<file path="config.mk">
export PLATFORM = sky130hd
export DESIGN_NAME = game_ctrl
export DESIGN_NICKNAME = d
export VERILOG_FILES = /design/src/rtl/game_pkg.sv /design/src/rtl/frame_timer.sv /design/src/rtl/game_ctrl.sv
export SDC_FILE = /design/constraint.sdc
export NUM_CORES = 1
export LEC_CHECK = 0
export ABC_CLOCK_PERIOD_IN_PS = 2450
export BUFFER_PORTS_ARGS = -buffer_cell sky130_fd_sc_hd__buf_2
export CAP_MARGIN = 20
export CORE_MARGIN = 2
export CORE_UTILIZATION = 55
export DETAILED_ROUTE_END_ITERATION = 7
export PLACE_DENSITY = 0.8
export SKIP_LAST_GASP = 1
export SYNTH_ARGS = -nofsm -noshare
export SYNTH_HDL_FRONTEND = slang
export SYNTH_SLANG_ARGS = --single-unit
</file>
<file path="constraint.sdc">
create_clock -name Clk -period 2.45 [get_ports Clk]
set_input_delay 0.3675 -clock Clk [delete_from_list [all_inputs] [get_ports Clk]]
set_output_delay 0.3675 -clock Clk [all_outputs]
set_load 0.01 [all_outputs]
</file>
<file path="src/rtl/game_pkg.sv">
// Shared types and default constants for the game controller.
package game_pkg;

    typedef enum logic [2:0] {
        StIdle    = 3'd0,
        StReady   = 3'd1,
        StPlay    = 3'd2,
        StDying   = 3'd3,
        StLevelUp = 3'd4,
        StOver    = 3'd5
    } game_state_t;

    localparam int unsigned DefStartLives  = 3;
    localparam int unsigned DefReadyFrames = 60;
    localparam int unsigned DefDeathFrames = 120;
    localparam int unsigned DefClearFrames = 90;
    localparam int unsigned DefMaxLevel    = 15;
    localparam int unsigned LivesCap       = 5;

    function automatic int unsigned max3(input int unsigned a, input int unsigned b,
                                         input int unsigned c);
        int unsigned m;
        m = (a > b) ? a : b;
        return (m > c) ? m : c;
    endfunction

endpackage

</file>
<file path="src/rtl/frame_timer.sv">
// Counts frame ticks since the last clear; done pulses on the tick that matches tc_i.
module frame_timer #(
    parameter int unsigned Width = 8
) (
    input  logic             clk_i,
    input  logic             rst_i,
    input  logic             clear_i,
    input  logic             frame_tick_i,
    input  logic [Width-1:0] tc_i,
    output logic             done_o
);

    logic [Width-1:0] cnt_q, cnt_d;

    // done must not depend on clear_i: the owner derives clear from the state it selects via done.
    assign done_o = frame_tick_i & (cnt_q == tc_i);

    always_comb begin
        cnt_d = cnt_q;
        if (clear_i) begin
            cnt_d = '0;
        end else if (frame_tick_i) begin
            cnt_d = done_o ? '0 : cnt_q + Width'(1);
        end
    end

    always_ff @(posedge clk_i or posedge rst_i) begin
        if (rst_i) begin
            cnt_q <= '0;
        end else begin
            cnt_q <= cnt_d;
        end
    end

endmodule

</file>
<file path="src/rtl/game_ctrl.sv">
// Top-level game flow FSM: start, ready, play, death, level-clear and game-over sequencing.
// Optional feature: define GAME_EXTRA_LIFE_EN to award a life (capped at 5) on each level clear.
module game_ctrl
    import game_pkg::*;
#(
    parameter int unsigned START_LIVES  = DefStartLives,
    parameter int unsigned READY_FRAMES = DefReadyFrames,
    parameter int unsigned DEATH_FRAMES = DefDeathFrames,
    parameter int unsigned CLEAR_FRAMES = DefClearFrames,
    parameter int unsigned MAX_LEVEL    = DefMaxLevel
) (
    input  logic       Clk,
    input  logic       Reset,
    input  logic       frame_tick,
    input  logic       start_btn,
    input  logic       collide,
    input  logic       pellets_clear,
    output logic [2:0] state,
    output logic       play_en,
    output logic       respawn,
    output logic [2:0] lives,
    output logic [3:0] level,
    output logic       game_over
);

    localparam int unsigned MaxFrames = max3(READY_FRAMES, DEATH_FRAMES, CLEAR_FRAMES);
    localparam int unsigned FrameW    = (MaxFrames > 1) ? $clog2(MaxFrames) : 1;

    game_state_t       state_q, state_d;
    logic [2:0]        lives_q, lives_d;
    logic [3:0]        level_q, level_d;
    logic              play_en_q, play_en_d;
    logic              respawn_q, respawn_d;
    logic              game_over_q, game_over_d;
    logic              start_q;
    logic              start;
    logic              timer_clear;
    logic              timer_done;
    logic [FrameW-1:0] timer_tc;

    assign start       = start_btn & ~start_q;
    assign timer_clear = (state_d != state_q);

    always_comb begin
        unique case (state_q)
            StReady:   timer_tc = FrameW'(READY_FRAMES - 1);
            StDying:   timer_tc = FrameW'(DEATH_FRAMES - 1);
            StLevelUp: timer_tc = FrameW'(CLEAR_FRAMES - 1);
            default:   timer_tc = '1;
        endcase
    end

    frame_timer #(
        .Width (FrameW)
    ) u_frame_timer (
        .clk_i        (Clk),
        .rst_i        (Reset),
        .clear_i      (timer_clear),
        .frame_tick_i (frame_tick),
        .tc_i         (timer_tc),
        .done_o       (timer_done)
    );

    always_comb begin
        state_d   = state_q;
        lives_d   = lives_q;
        level_d   = level_q;
        respawn_d = 1'b0;
        unique case (state_q)
            StIdle, StOver: begin
                if (start) begin
                    state_d   = StReady;
                    lives_d   = 3'(START_LIVES);
                    level_d   = 4'd1;
                    respawn_d = 1'b1;
                end
            end
            StReady: begin
                if (timer_done) state_d = StPlay;
            end
            StPlay: begin
                // A level clear outranks a simultaneous collision.
                if (pellets_clear) begin
                    state_d = StLevelUp;
                end else if (collide) begin
                    state_d = StDying;
                    if (lives_q != 3'd0) lives_d = lives_q - 3'd1;
                end
            end
            StDying: begin
                if (timer_done) begin
                    if (lives_q == 3'd0) begin
                        state_d = StOver;
                    end else begin
                        state_d   = StReady;
                        respawn_d = 1'b1;
                    end
                end
            end
            StLevelUp: begin
                if (timer_done) begin
                    state_d   = StReady;
                    respawn_d = 1'b1;
                    if (level_q < 4'(MAX_LEVEL)) level_d = level_q + 4'd1;
`ifdef GAME_EXTRA_LIFE_EN
                    if (lives_q < 3'(LivesCap)) lives_d = lives_q + 3'd1;
`endif
                end
            end
            default: state_d = StIdle;
        endcase
        play_en_d   = (state_d == StPlay);
        game_over_d = (state_d == StOver);
    end

    always_ff @(posedge Clk or posedge Reset) begin
        if (Reset) begin
            state_q     <= StIdle;
            lives_q     <= '0;
            level_q     <= '0;
            play_en_q   <= 1'b0;
            respawn_q   <= 1'b0;
            game_over_q <= 1'b0;
            start_q     <= 1'b0;
        end else begin
            state_q     <= state_d;
            lives_q     <= lives_d;
            level_q     <= level_d;
            play_en_q   <= play_en_d;
            respawn_q   <= respawn_d;
            game_over_q <= game_over_d;
            start_q     <= start_btn;
        end
    end

    assign state     = state_q;
    assign lives     = lives_q;
    assign level     = level_q;
    assign play_en   = play_en_q;
    assign respawn   = respawn_q;
    assign game_over = game_over_q;

endmodule

</file>
==> metrics.md <==
| Metric | Value |
|---|---|
| Status | `completed` |
| Final Max Tran Viols | `0` |
| Clock Latency Late Sink | `between 300 and 400 ps` |
| Flop pwr share | `roughly 55%` |
| CTS tree | `built` |
| Mapped cell area | `approximately 1300 µm²` |
| CP arrival | `2500 ps` |
| Die width | `51.72 µm` |
| Achievable Freq | `around 440 MHz` |
| Multi-input gate area | `671.9 µm²` |
| Fillers | `around 190` |
| Vias in the first global route | `around 1100` |
| Req. time, crit path | `around 2700 ps` |
| Die H | `approximately 52 µm` |
| DP Area | `approximately 1400 µm²` |
| Final instance area | `1406 µm²` |
| Post-synth top area share | `41.96%` |
| Combinational share of power | `between 20% and 30%` |
| Storage cell area | `approximately 530 µm²` |
| Final WL | `2.741 mm` |
| Max-cap violations | `0` |
| Sink Count | `21` |
| Clock buffer depth | `2` |
| Top cells by area, synth | `dfrtp_1 (42%), nor2_1 (5.7%), ha_1 (4.0%)` |
| DR iter-0 viols | `20` |
| Starting density of the core | `57.17%` |
| Share of post-route cells with drive strength above 1 | `18.87%` |
| Critical Path Source Type | `register` |
| Max IR drop VDD | `between 400 and 500 µV` |
| EDFF count, synth | `0` |
| Period utilization | `~92%` |
| First-pass GRT wire length | `roughly 4.7 mm` |
| Sw Ratio | `a little under two fifths` |
| Nets | `170` |
| Largest area contributor in the netlist | `dfrtp_1` |
| Worst hold slack | `155.8 ps` |
| Die area | `between 2000 and 3000 µm²` |
| Commonest register cell after synthesis | `dfrtp_1` |
| Post CTS Setup Buffer Count | `0` |
| Drt via density | `~6` |
| CP Max Fanout | `8` |
| PnR worst setup slack | `195.8 ps` |
| Avg Cell Area, Syn | `just under 9 µm²` |
| TritonCTS Buffers | `3` |
| Root Driver | `clkbuf_4` |
| Dpl ws | `232.9 ps` |
| Cell variety after synth | `43` |
| DP HPWL | `between 2 and 2.5 mm` |
| Post-synthesis sequential area ratio | `41.96%` |
| Async set-reset flop share out of synthesis | `100.0%` |
| Cts hold-fix bufs | `0` |
| Switching Power | `347.7 µW` |
| DR pass1 iterations | `4` |
| Core area | `~2200 µm²` |
| ANT cells | `0` |
| Leakage | `0.0006570 µW` |
| Internal power | `around 580 µW` |
| Residual overflow from global routing | `0` |
| Row count | `17` |
| Largest net degree at the start of global routing | `22` |
| CP Capture Type | `register` |
| Gate Count Post-Synth | `140` |
| Routed len/inst | `between 10 and 15 µm` |
| DRC | `0` |
| Final setup vio count | `0` |
| Via count | `1108` |
| Total of flip-flops plus latches after synthesis | `21` |
| IO buf count | `18` |
| Skew final | `6.883 ps` |
| I/O Pins | `19` |
| Fin. Hold Viols | `0` |
| Antenna viol nets, final | `0` |
| TNS Setup | `0 ps` |
| Relative slew slack | `between 40% and 50%` |
| Resized cells post-CTS | `0` |
| Slew @ Worst Pin | `between 700 and 800 ps` |
| Initial antenna violation count | `0` |
| Synth Warn # | `0` |
| HP Class | `input port to register` |
| Tot GR Track Use | `a little under a quarter` |
| Fin crit period | `~2300 ps` |
| Clock power share | `18.9%` |
| Critical path class | `register to register` |
| Area growth syn-to-layout | `12.29%` |
| Reg clk slew, reported paths | `130 ps` |
| CTS H-Tree Depth | `1` |
| RSZ-0062 raised after global routing | `false` |
| GPL Wtd Cong | `roughly 0.84` |
| Post-Syn Nets | `150` |
| PwrDens | `about 660 nW/µm²` |
==> cell usage after synthesis, drive strengths merged, types with 2 or more instances <==
master and instances:
nor2b 3, nor3 4, or4 2, nor4 2, buf 2, ha 4
inv 7, a211oi 2, a21oi 8, xnor2 4, dfrtp 21, clkbuf 5
xor2 3, nand4 4, nand3 4, nand2 11, nand2b 5, o21ai 7
o22ai 2, nor2 19
==> kinds of logic (layout without fill, tap and decap cells) <==
family,after synthesis,after routing,share of synthesized area (%)
AO/OA/AOI/OAI,31,31,18.58
AND/OR/NAND/NOR,62,62,25.38
multiplexers,1,1,0.7992
adder cells (fa/ha/maj),4,4,3.996
flip-flops,21,21,41.96
XOR/XNOR,7,7,4.895
buffers and inverters,14,33,4.396
==> worst paths after layout <==
kind,to,cells past startpoint,slack (ps),from
hold reg to reg,level[0]$_DFFE_PP0P_,1,540,level[0]$_DFFE_PP0P_
hold / removal,start_q$_DFF_PP0_,1,160,start_btn
setup reg to reg,level[2]$_DFFE_PP0P_,6,200,state[1]$_DFF_PP0_
max in group asynchronous,level[1]$_DFFE_PP0P_,2,1780,Reset
setup / recovery,level[2]$_DFFE_PP0P_,6,200,state[1]$_DFF_PP0_
min in group asynchronous,u_frame_timer.cnt_q[6]$_DFFE_PP0P_,2,170,Reset
==> state kept, by name (all words and copies together), names as in the netlist <==
signal and count:
u_frame_timer.cnt_q 7, respawn 1, play_en 1, state 3, level 4, game_over 1, start_q 1, lives 3
==> critical path, stage by stage (launching register included) <==
cell and delay [ps]:
dfrtp_1 410, or3b_4 440, a2111oi_4 290, o21ai_2 140
or2_1 320, or4_1 430, a21oi_1 150
==> per-stage QoR <==
stage,std cells,utilization [%],power (µW)
CTS,187,64.19,933.7
global placement,183,62.94,742.5
global route,187,64.19,996.8
floorplan,140,-,689.6
detailed placement,183,62.94,762.7
finish,187,64.19,928.5
==> per-layer routing <==
metal	global-route usage [%]	routed length [µm]	up-vias
met5	0	0	-
met4	11.84	50	0
met3	3.448	107	5
met2	39.74	1378	27
met1	29.26	1204	541
li1	-	-	535
==> cell type report <==
class                   count  share of cell area, %
well taps                  28                  2.491
multi-input cells         105                  47.78
inverters                   7                  1.868
repair buffers             22                  8.541
clock buffers               3                  1.601
clock inverters             1                 0.3559
flip-flops and latches     21                  37.37
==> power by group through the flow <==
| stage | logic (µW) | clock network [µW] | registers (µW) |
|---|---|---|---|
| 2_1_floorplan | 210 | 0 | 480 |
| 3_3_place_gp | 226 | 0 | 517 |
| 3_5_place_dp | 241 | 0 | 522 |
| 4_1_cts | 243 | 177 | 514 |
| 5_1_grt | 282 | 189 | 526 |
| 6_report | 241 | 175 | 512 |
==> cells in the final DEF (no fill, tap or decap), types with 5 or more instances in the layout <==
cell / synthesis / routed
a21oi_1: 8 / 8
buf_2: 2 / 18
dfrtp_1: 21 / 21
inv_1: 7 / 7
nand2_1: 11 / 11
nand2b_1: 5 / 5
nor2_1: 19 / 19
o21ai_0: 6 / 6
Note: power is estimated with default switching activity, not from simulation.
